[src/rtl/diff_demo_pkg.sv]
// Shared types and configuration for the PE-array write-back path.
// Holds the row count and the write-back collector state encoding.
package diff_demo_pkg;

  localparam int CONF_PE_ROW = 4;

  typedef enum logic [1:0] {
    IDLE  = 2'd0,
    RUN   = 2'd1,
    DRAIN = 2'd2
  } wb_coll_state_t;

endpackage

[src/rtl/wb_row_packer.sv]
// One PE row: packs incoming elements into SRAM words and queues each word
// with its address in a small FIFO until the shared write port takes it.
module wb_row_packer #(
  parameter int ELEM_W     = 8,
  parameter int WORD_LANES = 8,
  parameter int FIFO_DEPTH = 4,
  parameter int ADDR_W     = 12,
  parameter int ROW        = 0
) (
  input  logic                         clk,
  input  logic                         rst_n,
  input  logic                         clr_i,
  input  logic                         run_i,
  input  logic [ADDR_W-1:0]            base_addr_i,
  input  logic [ADDR_W-1:0]            row_stride_i,
  input  logic [ELEM_W-1:0]            elem_i,
  input  logic                         elem_valid_i,
  input  logic                         nib_mode_i,
  input  logic                         row_finish_i,
  input  logic                         pop_i,
  output logic                         head_valid_o,
  output logic [ADDR_W-1:0]            head_addr_o,
  output logic [WORD_LANES*ELEM_W-1:0] head_wdata_o,
  output logic [WORD_LANES-1:0]        head_lmask_o,
  output logic                         finished_o,
  output logic                         idle_o,
  output logic                         overflow_o
);

  localparam int  WORD_W = WORD_LANES * ELEM_W;
  localparam int  LANE_W = $clog2(WORD_LANES + 1);
  localparam int  LIDX_W = (WORD_LANES > 1) ? $clog2(WORD_LANES) : 1;
  localparam int  PTR_W  = (FIFO_DEPTH > 1) ? $clog2(FIFO_DEPTH) : 1;
  localparam int  CNT_W  = $clog2(FIFO_DEPTH + 1);
  localparam bit  NIB_OK = (ELEM_W == 8);

  logic [WORD_LANES-1:0][ELEM_W-1:0] word_q, n_word;
  logic [LANE_W-1:0]                 lane_q, n_lane;
  logic                              half_q, n_half;
  logic                              fin_q, n_fin, pend_q, n_pend, ovf_q;
  logic [ADDR_W-1:0]                 ptr_q;

  logic                              push, take, fin_now, nib_en;
  logic [WORD_W-1:0]                 push_data;
  logic [WORD_LANES-1:0]             push_mask;

  logic [ADDR_W-1:0]                 f_addr [FIFO_DEPTH];
  logic [WORD_W-1:0]                 f_data [FIFO_DEPTH];
  logic [WORD_LANES-1:0]             f_mask [FIFO_DEPTH];
  logic [PTR_W-1:0]                  rd_q, wr_q;
  logic [CNT_W-1:0]                  cnt_q;
  logic                              full, empty, do_push, do_pop;

  // A half-filled nibble lane counts as a filled lane for the write mask.
  function automatic logic [WORD_LANES-1:0] fill_mask(input logic [LANE_W-1:0] n,
                                                      input logic              h);
    logic [WORD_LANES-1:0] m;
    int lim;
    lim = int'(n) + int'(h);
    for (int i = 0; i < WORD_LANES; i++) m[i] = (i < lim);
    return m;
  endfunction

  assign nib_en  = NIB_OK && nib_mode_i;
  assign take    = run_i && !fin_q && elem_valid_i;
  assign fin_now = run_i && !fin_q && row_finish_i;

  always_comb begin
    n_word    = word_q;
    n_lane    = lane_q;
    n_half    = half_q;
    n_fin     = fin_q;
    n_pend    = pend_q;
    push      = 1'b0;
    push_data = '0;
    push_mask = '0;
    // Flush deferred from a cycle that already pushed a completed word.
    if (pend_q) begin
      push      = 1'b1;
      push_data = word_q;
      push_mask = fill_mask(lane_q, half_q);
      n_word    = '0;
      n_lane    = '0;
      n_half    = 1'b0;
      n_pend    = 1'b0;
    end
    if (take) begin
      if (nib_en) begin
        if (half_q) begin
          n_word[LIDX_W'(lane_q)] = n_word[LIDX_W'(lane_q)] | (ELEM_W'(elem_i[3:0]) << 4);
          n_half = 1'b0;
          n_lane = lane_q + LANE_W'(1);
        end else begin
          n_word[LIDX_W'(lane_q)] = ELEM_W'(elem_i[3:0]);
          n_half = 1'b1;
        end
      end else begin
        if (half_q) begin
          n_half = 1'b0;
          n_lane = lane_q + LANE_W'(1);
          if (n_lane == LANE_W'(WORD_LANES)) begin
            push      = 1'b1;
            push_data = n_word;
            push_mask = '1;
            n_word    = '0;
            n_lane    = '0;
          end
        end
        n_word[LIDX_W'(n_lane)] = elem_i;
        n_lane = n_lane + LANE_W'(1);
      end
      if (n_lane == LANE_W'(WORD_LANES)) begin
        push      = 1'b1;
        push_data = n_word;
        push_mask = '1;
        n_word    = '0;
        n_lane    = '0;
      end
    end
    if (fin_now) begin
      n_fin = 1'b1;
      if (n_lane != '0 || n_half) begin
        if (push) begin
          n_pend = 1'b1;
        end else begin
          push      = 1'b1;
          push_data = n_word;
          push_mask = fill_mask(n_lane, n_half);
          n_word    = '0;
          n_lane    = '0;
          n_half    = 1'b0;
        end
      end
    end
  end

  assign full    = (cnt_q == CNT_W'(FIFO_DEPTH));
  assign empty   = (cnt_q == '0);
  assign do_pop  = pop_i && !empty;
  assign do_push = push && (!full || do_pop);

  always_ff @(posedge clk or negedge rst_n) begin
    if (!rst_n) begin
      word_q <= '0;
      lane_q <= '0;
      half_q <= 1'b0;
      fin_q  <= 1'b0;
      pend_q <= 1'b0;
      ovf_q  <= 1'b0;
      ptr_q  <= '0;
      rd_q   <= '0;
      wr_q   <= '0;
      cnt_q  <= '0;
    end else if (clr_i) begin
      word_q <= '0;
      lane_q <= '0;
      half_q <= 1'b0;
      fin_q  <= 1'b0;
      pend_q <= 1'b0;
      ovf_q  <= 1'b0;
      ptr_q  <= base_addr_i + row_stride_i * ADDR_W'(ROW);
      rd_q   <= '0;
      wr_q   <= '0;
      cnt_q  <= '0;
    end else begin
      word_q <= n_word;
      lane_q <= n_lane;
      half_q <= n_half;
      fin_q  <= n_fin;
      pend_q <= n_pend;
      // A dropped word still consumes its address so later words stay in place.
      if (push) ptr_q <= ptr_q + ADDR_W'(1);
      if (push && full && !do_pop) ovf_q <= 1'b1;
      if (do_push) wr_q <= wr_q + PTR_W'(1);
      if (do_pop) rd_q <= rd_q + PTR_W'(1);
      if (do_push && !do_pop) cnt_q <= cnt_q + CNT_W'(1);
      else if (do_pop && !do_push) cnt_q <= cnt_q - CNT_W'(1);
    end
  end

  always_ff @(posedge clk) begin
    if (do_push) begin
      f_addr[wr_q] <= ptr_q;
      f_data[wr_q] <= push_data;
      f_mask[wr_q] <= push_mask;
    end
  end

  assign head_valid_o = !empty;
  assign head_addr_o  = f_addr[rd_q];
  assign head_wdata_o = f_data[rd_q];
  assign head_lmask_o = f_mask[rd_q];
  assign finished_o   = fin_q;
  assign idle_o       = !pend_q;
  assign overflow_o   = ovf_q;

endmodule

[src/rtl/fm_wb_collector.sv]
// Collects per-row write-back element streams into packed SRAM words and
// drains them round-robin through one shared write port.
module fm_wb_collector
  import diff_demo_pkg::*;
#(
  parameter int NUM_ROW    = CONF_PE_ROW,
  parameter int ELEM_W     = 8,
  parameter int WORD_LANES = 8,
  parameter int FIFO_DEPTH = 4,
  parameter int ADDR_W     = 12
) (
  input  logic                         clk,
  input  logic                         rst_n,
  input  logic                         start_i,
  input  logic [ADDR_W-1:0]            base_addr_i,
  input  logic [ADDR_W-1:0]            row_stride_i,
  input  logic [NUM_ROW*ELEM_W-1:0]    elem_i,
  input  logic [NUM_ROW-1:0]           elem_valid_i,
  input  logic [NUM_ROW-1:0]           nib_mode_i,
  input  logic [NUM_ROW-1:0]           row_finish_i,
  output logic                         mem_req_o,
  input  logic                         mem_gnt_i,
  output logic [ADDR_W-1:0]            mem_addr_o,
  output logic [WORD_LANES*ELEM_W-1:0] mem_wdata_o,
  output logic [WORD_LANES-1:0]        mem_lmask_o,
  output logic                         busy_o,
  output logic                         done_o,
  output logic [NUM_ROW-1:0]           overflow_o,
  output wb_coll_state_t               dbg_state_o
);

  localparam int WORD_W = WORD_LANES * ELEM_W;
  localparam int SEL_W  = (NUM_ROW > 1) ? $clog2(NUM_ROW) : 1;

  wb_coll_state_t        state_q, state_d;
  logic                  clr, run, done;
  logic [NUM_ROW-1:0]    head_valid, row_fin, row_idle, pop;
  logic [ADDR_W-1:0]     head_addr [NUM_ROW];
  logic [WORD_W-1:0]     head_data [NUM_ROW];
  logic [WORD_LANES-1:0] head_mask [NUM_ROW];

  logic                  locked_q, found, req;
  logic [SEL_W-1:0]      sel_q, rr_q, pick, cand, sel;

  for (genvar r = 0; r < NUM_ROW; r++) begin : g_row
    wb_row_packer #(
      .ELEM_W    (ELEM_W),
      .WORD_LANES(WORD_LANES),
      .FIFO_DEPTH(FIFO_DEPTH),
      .ADDR_W    (ADDR_W),
      .ROW       (r)
    ) u_packer (
      .clk         (clk),
      .rst_n       (rst_n),
      .clr_i       (clr),
      .run_i       (run),
      .base_addr_i (base_addr_i),
      .row_stride_i(row_stride_i),
      .elem_i      (elem_i[r*ELEM_W +: ELEM_W]),
      .elem_valid_i(elem_valid_i[r]),
      .nib_mode_i  (nib_mode_i[r]),
      .row_finish_i(row_finish_i[r]),
      .pop_i       (pop[r]),
      .head_valid_o(head_valid[r]),
      .head_addr_o (head_addr[r]),
      .head_wdata_o(head_data[r]),
      .head_lmask_o(head_mask[r]),
      .finished_o  (row_fin[r]),
      .idle_o      (row_idle[r]),
      .overflow_o  (overflow_o[r])
    );
  end

  // Write handshake: a word transfers on each cycle with mem_req_o && mem_gnt_i.
  // Once mem_req_o rises, it and addr/wdata/lmask hold steady until granted.
  always_comb begin
    pick  = rr_q;
    cand  = rr_q;
    found = 1'b0;
    for (int i = 0; i < NUM_ROW; i++) begin
      cand = SEL_W'((int'(rr_q) + i) % NUM_ROW);
      if (!found && head_valid[cand]) begin
        found = 1'b1;
        pick  = cand;
      end
    end
  end

  assign sel = locked_q ? sel_q : pick;
  assign req = locked_q || (|head_valid);

  always_comb begin
    pop = '0;
    if (req && mem_gnt_i) pop[sel] = 1'b1;
  end

  always_ff @(posedge clk or negedge rst_n) begin
    if (!rst_n) begin
      locked_q <= 1'b0;
      sel_q    <= '0;
      rr_q     <= '0;
    end else if (req) begin
      if (mem_gnt_i) begin
        locked_q <= 1'b0;
        rr_q     <= (sel == SEL_W'(NUM_ROW - 1)) ? '0 : sel + SEL_W'(1);
      end else begin
        locked_q <= 1'b1;
        sel_q    <= sel;
      end
    end
  end

  assign mem_req_o   = req;
  assign mem_addr_o  = req ? head_addr[sel] : '0;
  assign mem_wdata_o = req ? head_data[sel] : '0;
  assign mem_lmask_o = req ? head_mask[sel] : '0;

  always_ff @(posedge clk or negedge rst_n) begin
    if (!rst_n) state_q <= IDLE;
    else        state_q <= state_d;
  end

  always_comb begin
    state_d = state_q;
    clr     = 1'b0;
    done    = 1'b0;
    case (state_q)
      IDLE: begin
        if (start_i) begin
          state_d = RUN;
          clr     = 1'b1;
        end
      end
      RUN: begin
        if (&row_fin) state_d = DRAIN;
      end
      DRAIN: begin
        if (!(|head_valid) && (&row_idle) && !req) begin
          state_d = IDLE;
          done    = 1'b1;
        end
      end
      default: state_d = IDLE;
    endcase
  end

  assign run         = (state_q == RUN);
  assign busy_o      = (state_q != IDLE);
  assign done_o      = done;
  assign dbg_state_o = state_q;

endmodule

[config.mk]
export PLATFORM = sky130hd
export DESIGN_NAME = fm_wb_collector
export DESIGN_NICKNAME = d
export VERILOG_FILES = /design/src/rtl/diff_demo_pkg.sv /design/src/rtl/wb_row_packer.sv /design/src/rtl/fm_wb_collector.sv
export SDC_FILE = /design/constraint.sdc
export NUM_CORES = 2
export LEC_CHECK = 0
export CAP_MARGIN = 15
export CORE_MARGIN = 2
export CORE_UTILIZATION = 42
export CTS_CLUSTER_DIAMETER = 40
export CTS_CLUSTER_SIZE = 25
export DETAILED_ROUTE_END_ITERATION = 7
export HOLD_SLACK_MARGIN = 0.06
export SLEW_MARGIN = 20
export SYNTH_ARGS = -nofsm -noshare
export SYNTH_HDL_FRONTEND = slang
export SYNTH_SLANG_ARGS = --single-unit
[constraint.sdc]
create_clock -name clk -period 7.4 [get_ports clk]
set_input_delay 2.22 -clock clk [delete_from_list [all_inputs] [get_ports clk]]
set_output_delay 2.22 -clock clk [all_outputs]
set_load 0.01 [all_outputs]
# Word-level counts from Yosys, hierarchy flattened
# Memory sizes are Yosys's and may differ from the RTL's.
# Index checks and enable logic that the tools add are counted.
[totals]
register_bits = 371
mem_bits_rw = 1344
word_cells = 768
n_memories = 12
[memory_table]
columns = ["memory", "words", "word_bits", "read_ports", "rd_ports_with_merged_regs", "write_ports", "line", "rtl"]
rows = [
  ["g_row[0].u_packer.f_data", 4, 64, 1, 0, 1, "wb_row_packer.sv:48", "logic [WORD_W-1:0] f_data [FIFO_DEPTH];"],
  ["g_row[1].u_packer.f_data", 4, 64, 1, 0, 1, "wb_row_packer.sv:48", ""],
  ["g_row[2].u_packer.f_data", 4, 64, 1, 0, 1, "wb_row_packer.sv:48", ""],
  ["g_row[3].u_packer.f_data", 4, 64, 1, 0, 1, "wb_row_packer.sv:48", ""],
  ["g_row[0].u_packer.f_addr", 4, 12, 1, 0, 1, "wb_row_packer.sv:47", "logic [ADDR_W-1:0] f_addr [FIFO_DEPTH];"],
  ["g_row[1].u_packer.f_addr", 4, 12, 1, 0, 1, "wb_row_packer.sv:47", ""],
  ["6 more memories", "n/a", "n/a", "n/a", "n/a", "n/a", "n/a", ""],
]
[op_classes]
n_addsub = 43
mul = 1
n_lt_le_gt_ge = 87
eq_ne = 18
n_mux = 400
n_bitwise = 6
n_reduce_logical = 129
[ops]
columns = ["op", "count"]
rows = [
  ["$mux W64", 91],
  ["$lt A4 B32 Y1 const A", 32],
  ["$bwmux W64", 12],
  ["$lt A3 B32 Y1 const A", 16],
  ["$mux W8", 51],
  ["$lt A1 B32 Y1 const A", 8],
  ["$lt A2 B32 Y1 const A", 8],
  ["$mux W4", 57],
  ["$demux W8 S3", 8],
  ["$mux W12", 11],
  ["$bmux W64 S2", 1],
  ["$mux W1", 121],
  ["$bmux W8 S3", 4],
  ["$logic_and A1 B1 Y1", 51],
  ["$add A12 B1 Y12 const B", 4],
  ["$mux W2", 24],
  ["$reduce_bool A2 Y1", 21],
  ["$add A4 B1 Y5", 8],
  ["$add A12 B12 Y12", 3],
  ["$mux W3", 12],
  ["$add A4 B1 Y4 const B", 8],
  ["$eq A4 B4 Y1 const B", 8],
  ["$lt A3 B4 Y1 const B", 8],
  ["$or A8 B8 Y8", 4],
  ["other kinds (30)", 113],
]

# Logic depth before layout (Yosys ltp)
[logic_depth]
word_depth = 28
mapped_depth = 19
mapped_depth_nobuf = 18

# By module
# A second synthesis with hierarchy kept.
[hier_totals]
cells_unflattened = 6898
hier_area_um2 = 87629.0
[modules_own_cells]
columns = ["module", "instances", "cells_each", "area_per_inst_um2", "seq_area_each_um2"]
rows = [
  ["wb_row_packer at g_row[3].u_packer", 1, 1660, 21735.8, 12366.9],
  ["wb_row_packer at g_row[2].u_packer", 1, 1620, 21089.0, 12366.9],
  ["wb_row_packer at g_row[1].u_packer", 1, 1648, 21040.2, 12366.9],
  ["wb_row_packer at g_row[0].u_packer", 1, 1619, 20825.0, 12366.9],
  ["fm_wb_collector", 1, 351, 2939.1, 175.2],
]

# Least setup slack after synthesis
# OpenSTA, ideal clock, no wires.
[synth_timing]
path_type = "in2reg"
from = "input nib_mode_i[2]"
to = "memory g_row[2].u_packer.f_addr[1][0], enable pin"
setup_ns = 0.452
t_arrival_ns = 5.868
required_ns = 6.948
path_slack_ns = 1.080
path_stages = 9
path_buffers = 3
path_cell_list = "clkbuf_1 -> inv_1 -> clkbuf_1 -> a21boi_0 -> o221a_2 -> o31a_1 -> nand2b_1 -> clkbuf_1 -> and3_1"
[synth_between]
elab_chain_cells = 12
[synth_lines]
columns = ["item", "line", "rtl"]
rows = [
  ["start: declaration", "fm_wb_collector.sv:19", "input logic [NUM_ROW-1:0] nib_mode_i,"],
  ["$mux W4", "wb_row_packer.sv:88", "if (nib_en) begin"],
  ["$mux W4", "wb_row_packer.sv:87", "if (take) begin"],
  ["$eq A4 B4 Y1", "wb_row_packer.sv:112", "if (n_lane == LANE_W'(WORD_LANES)) begin"],
  ["$mux W4", "wb_row_packer.sv:112", ""],
  ["$mux W4", "wb_row_packer.sv:87", ""],
  ["$reduce_bool A4 Y1", "wb_row_packer.sv:122", "if (n_lane != '0 || n_half) begin"],
  ["$logic_or A1 B1 Y1", "wb_row_packer.sv:122", ""],
  ["$mux W1", "wb_row_packer.sv:122", ""],
  ["$mux W1 *", "wb_row_packer.sv:120", "if (fin_now) begin"],
  ["$logic_and A1 B1 Y1 *", "wb_row_packer.sv:140", "assign do_push = push && (!full || do_pop);"],
  ["$mux W1 *", "wb_row_packer.sv:182", "if (do_push) begin"],
  ["$mux W1 (not written as such) *", "wb_row_packer.sv:183", "f_addr[wr_q] <= ptr_q;"],
  ["end: declaration", "wb_row_packer.sv:47", ""],
]
# Every way passes the cells marked *; elsewhere a longest branch is shown, timed or not. The select of a mux whose other input is x is not followed.

# Worst setup path after layout
[layout_timing]
from = "register g_row[3].u_packer.cnt_q[0]"
to = "output mem_wdata_o[20]"
[layout_between]
elab_chain_cells = 20
[layout_lines]
columns = ["item", "line", "rtl"]
rows = [
  ["start: declaration", "wb_row_packer.sv:51", "logic [CNT_W-1:0] cnt_q;"],
  ["start signal: assignment", "wb_row_packer.sv:176", "if (do_push && !do_pop) cnt_q <= cnt_q + CNT_W'(1);"],
  ["start signal: assignment", "wb_row_packer.sv:177", "else if (do_pop && !do_push) cnt_q <= cnt_q - CNT_W'(1);"],
  ["$logic_not A3 Y1 *", "wb_row_packer.sv:138", "assign empty = (cnt_q == '0);"],
  ["$logic_not A1 Y1 *", "wb_row_packer.sv:189", "assign head_valid_o = !empty;"],
  ["$bmux W1 S2", "fm_wb_collector.sv:82", "if (!found && head_valid[cand]) begin"],
  ["$mux W1 (not written as such)", "fm_wb_collector.sv:82", ""],
  ["$mux W1", "fm_wb_collector.sv:82", ""],
  ["$logic_not A1 Y1", "fm_wb_collector.sv:82", ""],
  ["$logic_and A1 B1 Y1", "fm_wb_collector.sv:82", ""],
  ["$mux W1", "fm_wb_collector.sv:82", ""],
  ["[... 3 more ...]", "n/a", ""],
  ["$logic_not A1 Y1", "fm_wb_collector.sv:82", ""],
  ["$logic_and A1 B1 Y1", "fm_wb_collector.sv:82", ""],
  ["$mux W2", "fm_wb_collector.sv:82", ""],
  ["$mux W2", "fm_wb_collector.sv:89", "assign sel = locked_q ? sel_q : pick;"],
  ["$not A2 Y3 (not written as such)", "fm_wb_collector.sv:115", "assign mem_wdata_o = req ? head_data[sel] : '0;"],
  ["$bmux W64 S2", "fm_wb_collector.sv:115", ""],
  ["$mux W64 (not written as such) (2 in series)", "fm_wb_collector.sv:115", ""],
  ["$mux W64 *", "fm_wb_collector.sv:115", ""],
  ["end: declaration", "fm_wb_collector.sv:24", "output logic [WORD_LANES*ELEM_W-1:0] mem_wdata_o,"],
]
# Marks and branches as above.

==> summary.txt <==
Power and ir drop
  – P_leak: 35.5 nW
  – Peak supply drop: roughly 310 µV
  – PD cells: 413 nW/µm²
  – Total Power: roughly 42 mW

Synthesis
  – Most frequent cells after synthesis: edfxtp_1 (1344), nor2_1 (648), nand2_1 (609)
  – Syn nets: 7138
  – Synth Area in Compound Gates: 13.4%
  – Yosys top cell area share: 46.3%
  – Async set-reset flop share out of synthesis: 21.6%
  – Mux contribution to synthesized area: 12.3%
  – Synth Cell Area: 87100 µm²
  – Yosys top cell by area: edfxtp_1
  – Most common cell in the synthesized netlist: edfxtp_1
  – Post-synth EDFFs: between 1k and 1.5k
  – Xor-xnor portion of the synthesized cell area: 1.23%
  – Mean post-synth cell area: 12.5 µm²
  – Seq/Total Area, Yosys: a little under three fifths
  – Post-Synth Adder-Cell Area: under 10%
  – Mapped Cells: approximately 7k
  – Largest family of logic cells by synthesized area: compound AO/OA/AOI/OAI gates
  – Main flop type after synthesis: edfxtp_1
  – Post-synthesis cell type count: 106
  – Yosys reg bits: 1715
  – Synth top area cells: edfxtp_1 (46%), mux4_2 (11%), dfrtp_1 (11%)
  – Yosys Warn Count: 0
  – Simple-Gate Fraction of Synth Area: 11.5%

Floorplan
  – Area of the die: 211000 µm²
  – FP Rows: 167
  – Starting Density: 42.1%
  – # IOs: 165
  – Core Region: 207000 µm²
  – Die width: roughly 460 µm
  – Die H: 459 µm

Worst setup path
  – Max FO, Critical Path: a little under 90
  – Critical path class: reg -> out
  – R2R Setup Slk: ~1.7 ns
  – R2R Path End: g_row[1].u_packer.f_data[1][34]
  – Startpoint types: register
  – Crit Reg-Reg Startpoint: g_row[1].u_packer.lane_q[1]
  – Critical Path AT: 4.60 ns
  – R2R depth: 16
  – Crit end category: primary output
  – CP Data Required Time: 5.18 ns

Clock tree
  – CTS clk-pin slew, worst paths: 0.05 ns
  – # H-tree levels: 5
  – CTS Buffer Depth: 4
  – Clk sinks: 1715
  – CTS tree: built
  – Clock Root Buffer: clkbuf_16
  – Hold_buf cts: 0
  – Cts bufs inserted: 277
  – Worst-skew pair later-pin latency: 0.93 ns

Drt
  – First-pass iteration count of the detailed router: 7
  – Iter 0 DRT Violations: 9310
  – Final WL: 307000 µm
  – Vias: ~65k
  – DR DRC count: 0
  – Routed WL per cell: 30.7 µm
  – Antenna Nets Post-Route: 0
  – DR vias/cell: 6.49

Timing
  – Slew HR: 17.1%
  – Fin crit share: about 92%
  – Setup TNS: 0 ns
  – Final clock skew: approximately 0.064 ns
  – RSZ-0062 raised after global routing: false
  – Fin crit period: 6.82 ns
  – Fmax: 147 MHz
  – Slew Viols, Final: 0
  – Worst slew pin tran: around 1.2 ns
  – # setup viols final: 0
  – Fin. Hold Viols: 0

Worst hold path
  – Hold wc startpoint: g_row[3].u_packer.overflow_o
  – HP Class: reg -> reg
  – Hold path depth: 1
  – Hold Path Sink: g_row[3].u_packer.overflow_o

Layout
  – Area Overhead vs Synth: 16.2%
  – Filler-free cell count of the finished design: 9979
  – Net count, final: 7211
  – Ratio of cells with drive above 1 in the final layout: about 17%
  – Final core utilization: 49.0%

Global routing
  – First-pass GRT wire length: 442000 µm
  – All-Layer GR Usage: 28.7%
  – Vias in the first global route: 61.2k
  – Remaining Overflow, GRT: 0
  – Largest net degree at the start of global routing: 133
  – Initial antenna violation count: 31

Outcome
  – Status: complete, no violations

Flow run
  – Max cap viols: 0

Place
  – Placer Congestion: 0.965
  – Placed Instances: about 9.5k
  – Post-DP HPWL: 209000 µm
  – Input/output buffers: 164
layout make-up:
cell class	instances	area, µm²
Antenna cell	32	80.1
Clock buffer	321	7360
Clock inverter	158	1660
Fill cell	17700	105000
Inverter	84	317
Multi-Input combinational cell	4590	35100
Sequential cell	1715	49700
Tap cell	2704	3380
Timing Repair Buffer	375	3550
what timing repair did:
action                                  CTS  global route
endpoints found under the hold margin     0             0
buffers inserted                          0             2
endpoints found under the setup margin    0            41
resized for setup                         0             0
cells by family after synthesis:
family,after synthesis
XOR/XNOR,120
buffers and inverters,665
adder cells (fa/ha/maj),96
AO/OA/AOI/OAI,1713
flip-flops,1715
AND/OR/NAND/NOR,2126
multiplexers,535
flip-flops by register name (all words and copies together), names as in the netlist:
register and count:
g_row.u_packer.f_data 1024, g_row.u_packer.word_q 256, g_row.u_packer.f_addr 192, g_row.u_packer.f_mask 128, g_row.u_packer.ptr_q 48, g_row.u_packer.lane_q 16
g_row.u_packer.cnt_q 12, g_row.u_packer.rd_q 8, g_row.u_packer.wr_q 8, g_row.u_packer.finished_o 4, g_row.u_packer.half_q 4, g_row.u_packer.overflow_o 4
g_row.u_packer.pend_q 4, dbg_state_o 2, rr_q 2, sel_q 2, locked_q 1
per-stage QoR:
stage,cell area [µm²],setup slack [ns],hold slack (ns)
floorplan,87100,1.08,0.464
global placement,92000,0.685,0.479
detailed placement,92000,0.676,0.488
CTS,101000,0.0638,0.498
global route,101000,0.379,0.530
finish,101000,0.579,0.492
how the worst max path moves through the flow:
stage,start,to,slack (ns),depth (start not counted)
2_1_floorplan,nib_mode_i[2],g_row[2].u_packer.f_addr[1][0],1.08,9
3_3_place_gp,nib_mode_i[3],g_row[3].u_packer.cnt_q[2],0.68,14
3_5_place_dp,nib_mode_i[3],g_row[3].u_packer.f_data[2][30],0.68,11
4_1_cts,g_row[1].u_packer.cnt_q[0],mem_wdata_o[0],0.06,10
5_1_grt,g_row[3].u_packer.cnt_q[0],mem_wdata_o[50],0.38,8
6_report,g_row[3].u_packer.cnt_q[0],mem_wdata_o[20],0.58,9
routing by layer:
| layer | GRT usage [%] | wire length, µm | part of all wire, % |
|---|---|---|---|
| met1 | 39.7 | 122000 | 40 |
| met4 | 15.4 | 19100 | 6.2 |
| met3 | 6.53 | 32100 | 10 |
| met2 | 42.0 | 133000 | 44 |
| met5 | 0 | 122 | 0.040 |
cell usage in the layout (no fill, tap or decap), types with 38 or more instances in the layout:
| cell type | netlist | final |
|---|---|---|
| edfxtp_1 | 1344 | 1344 |
| nor2_1 | 648 | 644 |
| nand2_1 | 609 | 606 |
| mux4_2 | 424 | 424 |
| a21oi_1 | 401 | 397 |
| dfrtp_1 | 371 | 360 |
| clkbuf_16 | 0 | 285 |
| o21ai_0 | 250 | 250 |
| buf_4 | 9 | 186 |
| nor3_1 | 176 | 174 |
| a22o_1 | 167 | 166 |
| clkdlybuf4s50_1 | 0 | 159 |
| a211oi_1 | 142 | 142 |
| nor2b_1 | 136 | 136 |
| nand3_1 | 129 | 129 |
| a22oi_1 | 114 | 114 |
| and2_1 | 116 | 104 |
| xnor2_1 | 80 | 80 |
| a31oi_1 | 79 | 79 |
| ha_1 | 79 | 79 |
| inv_1 | 75 | 74 |
| o211ai_1 | 74 | 74 |
| mux2i_1 | 68 | 66 |
| o22ai_1 | 62 | 61 |
| nor3b_1 | 57 | 56 |
| and3_1 | 57 | 53 |
| nand2b_1 | 50 | 49 |
| o21ai_1 | 47 | 45 |
| mux2_2 | 43 | 43 |
| xor2_1 | 38 | 38 |
power breakdown:
group / switching [mW] / internal, mW
registers: 1.44 / 11.9
clock network: 4.84 / 7.77
logic: 9.55 / 6.31
total: 15.8 / 25.9
worst max-delay path, cell delays in order, from the launching register on:
cell             delay, ns
dfrtp_1               0.43
nor3_1                0.81
nand2_1               0.16
o21ai_0               0.13
a222oi_1              0.12
mux2i_4               0.22
buf_12                0.46
mux4_2                0.47
and2_1                0.18
clkdlybuf4s50_1       0.49
Power figures use the tool's default switching activity.
